**src/rtl/sobel_uart_pkg.sv**
```systemverilog
// sobel_uart_pkg: FSM state encoding and frame constants shared by the Sobel UART transmitter.
// The PARITY state exists only when SOBEL_UART_TX_PARITY_EN is defined.
package sobel_uart_pkg;
    localparam int DEFAULT_CNT_BAUD_END = 434;
    localparam int FRAME_BITS           = 10;
    localparam int FRAME_BITS_PARITY    = 11;
`ifdef SOBEL_UART_TX_PARITY_EN
    typedef enum logic [2:0] {IDLE, START, DATA, PARITY, STOP} state_e;
`else
    typedef enum logic [1:0] {IDLE, START, DATA, STOP} state_e;
`endif
endpackage

```
**src/rtl/sobel_tx_fifo.sv**
```systemverilog
// sobel_tx_fifo: synchronous byte FIFO with show-ahead read data and full/empty flags.
module sobel_tx_fifo #(
    parameter int FIFO_DEPTH = 16
) (
    input  logic       clk,
    input  logic       rst,
    input  logic       wr_i,
    input  logic [7:0] wr_data_i,
    input  logic       rd_i,
    output logic [7:0] rd_data_o,
    output logic       full_o,
    output logic       empty_o
);
    localparam int AW = $clog2(FIFO_DEPTH);

    logic [7:0]    mem_q [FIFO_DEPTH];
    logic [AW-1:0] wr_ptr_q, rd_ptr_q;
    logic [AW:0]   cnt_q;
    logic          wr_en, rd_en;

    assign wr_en     = wr_i & ~full_o;
    assign rd_en     = rd_i & ~empty_o;
    assign full_o    = cnt_q == (AW+1)'(FIFO_DEPTH);
    assign empty_o   = cnt_q == '0;
    assign rd_data_o = mem_q[rd_ptr_q];

    always_ff @(posedge clk or posedge rst) begin
        if (rst) begin
            wr_ptr_q <= '0;
            rd_ptr_q <= '0;
            cnt_q    <= '0;
        end else begin
            wr_ptr_q <= wr_en ? wr_ptr_q + AW'(1) : wr_ptr_q;
            rd_ptr_q <= rd_en ? rd_ptr_q + AW'(1) : rd_ptr_q;
            cnt_q    <= cnt_q + (AW+1)'(wr_en) - (AW+1)'(rd_en);
        end
    end

    // Storage needs no reset; emptiness is defined by the count alone.
    always_ff @(posedge clk) begin
        if (wr_en) mem_q[wr_ptr_q] <= wr_data_i;
    end
endmodule

```
**src/rtl/sobel_uart_tx.sv**
```systemverilog
// sobel_uart_tx: buffered 8N1 UART transmitter for Sobel result bytes.
// Define SOBEL_UART_TX_PARITY_EN to insert an even-parity bit between DATA and STOP.
module sobel_uart_tx
    import sobel_uart_pkg::*;
#(
    parameter int CNT_BAUD_END = DEFAULT_CNT_BAUD_END,
    parameter int FIFO_DEPTH   = 16
) (
    input  logic       sclk,
    input  logic       rst,
    input  logic [7:0] in_data,
    input  logic       in_valid,
    output logic       in_ready,
    output logic       tx,
    output logic       busy
);
    localparam int             CW       = $clog2(CNT_BAUD_END);
    localparam logic [CW-1:0]  CNT_LAST = CW'(CNT_BAUD_END - 1);

    state_e        state_q, state_d;
    logic [CW-1:0] cnt_q, cnt_d;
    logic [2:0]    idx_q, idx_d;
    logic [7:0]    data_q, data_d;
    logic          tx_q, tx_d;
    logic          rdy_q;
    logic          pop, full, empty, bit_end;
    logic [7:0]    fifo_data;

    sobel_tx_fifo #(.FIFO_DEPTH(FIFO_DEPTH)) u_fifo (
        .clk       (sclk),
        .rst       (rst),
        .wr_i      (in_valid & in_ready),
        .wr_data_i (in_data),
        .rd_i      (pop),
        .rd_data_o (fifo_data),
        .full_o    (full),
        .empty_o   (empty)
    );

    // rdy_q holds in_ready low until the first edge after reset release.
    assign in_ready = rdy_q & ~full;
    assign tx       = tx_q;
    assign busy     = (state_q != IDLE) | ~empty;
    assign bit_end  = cnt_q == CNT_LAST;

    always_ff @(posedge sclk or posedge rst) begin
        if (rst) begin
            state_q <= IDLE;
            cnt_q   <= '0;
            idx_q   <= '0;
            data_q  <= '0;
            tx_q    <= 1'b1;
            rdy_q   <= 1'b0;
        end else begin
            state_q <= state_d;
            cnt_q   <= cnt_d;
            idx_q   <= idx_d;
            data_q  <= data_d;
            tx_q    <= tx_d;
            rdy_q   <= 1'b1;
        end
    end

    // tx_d follows the current state, so the line lags the FSM by one registered cycle.
    always_comb begin
        state_d = state_q;
        cnt_d   = bit_end ? '0 : cnt_q + CW'(1);
        idx_d   = idx_q;
        data_d  = data_q;
        tx_d    = 1'b1;
        pop     = 1'b0;
        case (state_q)
            IDLE: begin
                cnt_d = '0;
                if (!empty) begin
                    pop     = 1'b1;
                    data_d  = fifo_data;
                    state_d = START;
                end
            end
            START: begin
                tx_d    = 1'b0;
                state_d = bit_end ? DATA : START;
            end
            DATA: begin
                tx_d = data_q[idx_q];
                if (bit_end) begin
                    idx_d = idx_q + 3'd1;
`ifdef SOBEL_UART_TX_PARITY_EN
                    state_d = (idx_q == 3'd7) ? PARITY : DATA;
`else
                    state_d = (idx_q == 3'd7) ? STOP : DATA;
`endif
                end
            end
`ifdef SOBEL_UART_TX_PARITY_EN
            PARITY: begin
                tx_d    = ^data_q;
                state_d = bit_end ? STOP : PARITY;
            end
`endif
            STOP: begin
                if (bit_end) begin
                    pop     = ~empty;
                    data_d  = empty ? data_q : fifo_data;
                    state_d = empty ? IDLE : START;
                end
            end
            default: state_d = IDLE;
        endcase
    end
endmodule

```
**config.mk**
```make
export PLATFORM = sky130hd
export DESIGN_NAME = sobel_uart_tx
export DESIGN_NICKNAME = d
export VERILOG_FILES = /design/src/rtl/sobel_uart_pkg.sv /design/src/rtl/sobel_tx_fifo.sv /design/src/rtl/sobel_uart_tx.sv
export SDC_FILE = /design/constraint.sdc
export NUM_CORES = 1
export LEC_CHECK = 0
export ABC_AREA = 1
export ABC_CLOCK_PERIOD_IN_PS = 2900
export CAP_MARGIN = 25
export CORE_ASPECT_RATIO = 1.4
export CORE_MARGIN = 3
export CORE_UTILIZATION = 30
export CTS_CLUSTER_DIAMETER = 40
export DETAILED_ROUTE_END_ITERATION = 12
export GPL_TIMING_DRIVEN = 1
export PLACE_DENSITY_LB_ADDON = 0.1
export SLEW_MARGIN = 5
export SYNTH_ARGS = -nofsm -noshare
export SYNTH_HDL_FRONTEND = slang
export SYNTH_SLANG_ARGS = --single-unit
```
**constraint.sdc**
```tcl
create_clock -name sclk -period 2.9 [get_ports sclk]
set_input_delay 0.58 -clock sclk [delete_from_list [all_inputs] [get_ports sclk]]
set_output_delay 0.58 -clock sclk [all_outputs]
set_load 0.03 [all_outputs]
```
* Word-level counts from Yosys, hierarchy flattened
Memories as Yosys holds them, arrays and structs flattened. Index checks and enable logic that the tools add are counted.
Word-level totals: bits in registers 37, bits in writable memories 128, bits of input ports 11, output and inout port bits 3, word-level logic and storage cells 60, memories 1
Memory list:
- u_fifo.mem_q | words 16, bits a word 8, read ports 1, clocked after memory_dff 0, write ports 1, line sobel_tx_fifo.sv:16 | logic [7:0] mem_q [FIFO_DEPTH];
Cells by class: $add $sub $neg 6, order comparisons 1, equal/unequal tests 9, mux-type cells 20, bitwise logic cells 7, reduce and logical (&&, ||, !) cells 7
Operators by type and width (count):
- two-way mux 9 bit | 2
- two-way mux 8 bit | 2
- case mux 8 bit (2 select lines) | 1
- adder 9 x 1 -> 9 bit (second input constant) | 1
- == test 9 bit (second input constant) | 1
- adder 4 x 1 -> 4 bit (second input constant) | 2
- two-way mux 2 bit | 4
- case mux 2 bit (4 select lines) | 1
- two-way mux 1 bit | 7
- inequality test 2 bit (second input constant) | 3
- adder 5 x 1 -> 5 bit | 1
- == test 5 bit (second input constant) | 1
- logical NOT 5 bit | 1
- subtractor 5 x 1 -> 5 bit | 1
- AND 1 bit | 4
- == test 2 bit (second input constant) | 2
- less-than comparator 3 x 4 -> 1 bit (second input constant) | 1
- case mux 1 bit (2 select lines) | 2
- AND reduction 2 bit | 2
- nonzero test 2 bit | 2
- adder 3 x 1 -> 3 bit (second input constant) | 1
- binary-select mux 1 bit (select 3 bit) | 1
- == test 3 bit (second input constant) | 1
- AND reduction 3 bit | 1
- other kinds (4) | 5

* Logic depth before layout (Yosys ltp)
depth in word-level cells 7, depth in mapped cells 16

* Modules after synthesis
A second synthesis with hierarchy kept.
Unflattened totals: cell total of the unflattened synthesis 762, area total of the unflattened synthesis 7512.2 um^2
Modules (own cells, without submodules):
- sobel_tx_fifo | times used 1, cells an instance 601, area an instance 6192.2 um^2, seq. area each 4169.0 um^2
- sobel_uart_tx | times used 1, cells an instance 161, area an instance 1320.0 um^2, seq. area each 601.8 um^2

* Worst setup path after synthesis
OpenSTA, ideal clock, no wires.
path kind reg2reg, start register state_q[0], end register u_fifo.cnt_q[4], library setup time 79 ps, data arrival time 2448 ps, data required time 2821 ps, slack 373 ps, cell stages (with the launch flop) 13, path buffers 0, clock period less this slack 2527 ps, cell sequence dfrtp_1 -> inv_1 -> ha_1 -> or2_2 -> nand3_4 -> inv_1 -> ha_1 -> inv_1 -> ha_1 -> inv_1 -> fa_1 -> o21ai_0 -> xor2_1
Between the ends: word-level cells in the longest chain between the ends 4
RTL lines:
- start, declared | line sobel_uart_tx.sv:20 | state_e state_q, state_d;
- start signal, assigned | line sobel_uart_tx.sv:55 | state_q <= state_d;
- == test 2 bit / logical NOT 2 bit (equally long branches) | line sobel_uart_tx.sv:72 | case (state_q)
- case mux 1 bit (2 select lines) (*) | line sobel_uart_tx.sv:72
- AND 1 bit (*) | line sobel_tx_fifo.sv:22 | assign rd_en = rd_i & ~empty_o;
- named net u_fifo.rd_en | line sobel_tx_fifo.sv:19 | logic wr_en, rd_en;
- subtractor 5 x 1 -> 5 bit (*) | line sobel_tx_fifo.sv:35 | cnt_q <= cnt_q + (AW+1)'(wr_en) - (AW+1)'(rd_en);
- end signal, assigned | line sobel_tx_fifo.sv:35
- end, declared | line sobel_tx_fifo.sv:18 | logic [AW:0] cnt_q;
Mark *: on every way through the listed nets, which the timed path passes. The rest lies on a longest branch. A chain may end at the register's enable or synchronous reset.

* Worst setup path in the final report
start register u_fifo.cnt_q[3], end output port busy
Between the ends: word-level cells in the longest chain between the ends 3
RTL lines:
- logical NOT 5 bit | line sobel_tx_fifo.sv:24 | assign empty_o = cnt_q == '0;
- NOT 1 bit | line sobel_uart_tx.sv:43 | assign busy = (state_q != IDLE) | ~empty;
- OR 1 bit | line sobel_uart_tx.sv:43
- end, declared | line sobel_uart_tx.sv:15 | output logic busy
Every way passes these cells.

==> flow_summary.ini <==
[outcome]
outcome = complete, no violations

[clock_network]
cts_tree = yes
htreeDepth = 4
cts.sinks = 165
clock-root-buffer = clkbuf_16
clk_pin_slew_ns = 0.07
clk_latency_ns = 0.44
cts_hold_buf = 0
cts_buffers = 17
clk_path_buf_depth = 2

[grt]
grt_usage = 0.138
grt_remaining_overflow = 0
grt_pass1_vias = 5096
antenna_found_initial = 0
grt_pass1_wl_mm = 28.5
grt_max_degree = 59

[routing]
met3_wirelength_um = 627
drtIter0Drc = 278
ant_nets = 0
vias = 4987
met2_length_mm = 9.21
wire_per_inst_um = 15.7
dr.max_layer_used = met4
wl_met1_mm = 7.70
wl_mm = 17.8
viasPerCell = 4.42
firstDrtPassIters = 4
drcViolationCount = 0

[flow_run]
maxCapViolCount = 0

[yosys]
yosys.cell_types.count = 32
synth_edf_count = 128
ys_async_sr_fraction = 0.224
synthCells = 767
yosysTopAreaCell = edfxtp_1
synth_ff_type = edfxtp_1
syn_nets = 799
synth_seq_cells = 165
ys_seq_area_frac = 0.629
synth_warnings = 0
ys_top_cells_by_area = edfxtp_1 51%, dfrtp_1 12%, nand2_1 11%
synth_top_area_frac = 0.507
syn_area_per_cell_um2 = 9.89
synth_area_um2 = 7590

[die]
rows = 68
core_area_um2 = 24800
die_height_um = 194
start_util = 0.306
die_area_um2 = 27300
io_pins = 14
die_w_um = 140

[placement]
placed_cells = 1095
io_buffers = 13
place_hpwl_mm = 11.7
gp_congestion = 0.783

[sta]
tightest_slew_ns = 0.824
slew_viol_final = 0
finalHoldViolCount = 0
fmax_mhz = 366
rsz0062_at_grt = no
skew_ns = 0.0166
fin_crit_sh = 0.941
max-slew-margin-rel = 0.449
fin_crit_ns = 2.73
setup_violations = 0
finalSetupTns_ns = 0

[min_path]
hold_class = register to register

[cells_and_area]
syn_to_final_growth_pct = 15.4
drive_above_1_share = 0.0898
stdcell_count = 1128
n_fill_cell = 2501
nNetsFinal = 832
n_antenna_cell = 0

[worst_setup_path]
worstSetupEndpointType = output pin
required_ns = 2.32
path_max_fanout = 2
crit_type = register to output pin
start_kind = register
cp.arrival_ns = 2.15

[power_and_ir_drop]
p_per_area_nw_per_um2 = 633
cellLeakagePower_nw = 3.86
ir_worst_vdd_mv = 0.431
[synth_stat cells, types with 2 or more instances]
cell type and n:
nor3_4 2, clkbuf_1 2, nor3_1 3, edfxtp_1 128, ha_1 20, xor2_1 9, nor3b_1 2, o211ai_1 2
inv_1 133, dfrtp_1 36, nand3_1 110, or2_2 2, inv_2 2, a21oi_1 7, buf_4 3, nand2_4 2
xnor2_1 5, nor2_1 31, o21ai_0 8, buf_2 21, nand2_1 228
[power by group]
group | total, W | leakage, nW | internal [W] | switching [W]
combinational | 0.000592 | 2.00 | 0.000215 | 0.000377
clock | 0.00215 | 0.254 | 0.00118 | 0.000965
sequential | 0.00281 | 1.61 | 0.00272 | 0.0000886
total | 0.00554 | 3.86 | 0.00411 | 0.00143
[final cells by class]
cell class | instances | area, um2 | area share
Multi-Input combinational cell | 439 | 2170 | 0.248
Clock inverter | 15 | 133 | 0.0151
Inverter | 137 | 517 | 0.0590
Sequential cell | 165 | 4770 | 0.545
Timing Repair Buffer | 40 | 345 | 0.0394
Tap cell | 315 | 394 | 0.0450
Clock buffer | 17 | 425 | 0.0486
[final timing paths]
path,from,end,slack [ns],cells past startpoint
min in group asynchronous,rst,u_fifo.cnt_q[1]$_DFF_PP0_,0.55,3
min,data_q[0]$_DFFE_PP0P_,data_q[0]$_DFFE_PP0P_,0.48,2
min reg2reg,data_q[0]$_DFFE_PP0P_,data_q[0]$_DFFE_PP0P_,0.48,2
max,u_fifo.cnt_q[3]$_DFF_PP0_,busy,0.17,7
max reg2reg,state_q[0]$_DFFE_PP0P_,u_fifo.cnt_q[4]$_DFF_PP0_,0.25,12
max in group asynchronous,rst,tx$_DFF_PP1_,1.97,3
[through the flow]
| stage | util | hold WS [ns] | worst slack, ns | total power (W) | area [um2] |
|---|---|---|---|---|---|
| 2_1_floorplan | - | 0.444 | 0.373 | 0.00323 | 7590 |
| 3_3_place_gp | 0.331 | 0.468 | 0.204 | 0.00343 | 8190 |
| 3_5_place_dp | 0.331 | 0.470 | 0.142 | 0.00346 | 8190 |
| 4_1_cts | 0.353 | 0.490 | 0.127 | 0.00564 | 8740 |
| 5_1_grt | 0.354 | 0.525 | 0.0396 | 0.00584 | 8750 |
| 6_report | 0.354 | 0.484 | 0.171 | 0.00554 | 8750 |
[cells in the final DEF (no fill, tap or decap), types with 2 or more instances in the layout]
master,netlist,routed
edfxtp_1,128,128
nand2_1,228,227
or2_2,2,2
inv_1,133,133
xor2_1,9,9
clkinvlp_4,0,5
nor3b_1,2,2
nand3_1,110,110
clkinv_4,0,3
nand2_4,2,2
clkdlybuf4s50_1,0,13
inv_2,2,2
clkbuf_16,0,17
ha_1,20,20
buf_4,3,26
a21oi_1,7,7
clkinv_1,1,3
nor2_1,31,31
o211ai_1,2,2
inv_6,0,3
nand2_2,1,2
nor3_1,3,3
nor3_4,2,2
o21ai_0,8,7
xnor2_1,5,5
dfrtp_1,36,35
[sequential cells by signal, indices dropped and copies added (netlist names), named ones only]
signal	cells
u_fifo.mem_q	128
cnt_q	9
data_q	8
u_fifo.cnt_q	5
u_fifo.rd_ptr_q	4
u_fifo.wr_ptr_q	4
idx_q	3
rdy_q	1
state_q	1
tx	1
[critical path, stage by stage, from the launching register on]
cell	delay, ns
dfrtp_1	0.40
inv_1	0.08
ha_1	0.14
nand2_1	0.06
nor2_1	0.14
buf_4	0.14
nand3_1	0.12
clkdlybuf4s50_1	0.63
[metal layers]
metal / vias up / track usage
met5: - / 0
met4: 0 / 0.0445
met3: 15 / 0.0259
met2: 82 / 0.240
met1: 2387 / 0.171
li1: 2503 / -
[what timing repair did]
| action | in CTS | in global routing |
|---|---|---|
| resized for setup | 0 | 2 |
| setup buffers | 0 | 1 |
| setup endpoints to repair | 0 | 1 |
[kinds of logic (layout without fill, tap and decap cells)]
family	after synthesis	count (layout)	share of synthesized area
DFF	165	165	0.629
other	1	1	0.000494
AOI/OAI and AO/OA	18	18	0.0140
buffers and inverters	163	209	0.0859
xor gates and xnor gates	14	14	0.0162
adders and majority gates	21	21	0.0356
and+or+nand+nor	385	385	0.219
(Power assumes the default switching activity.)
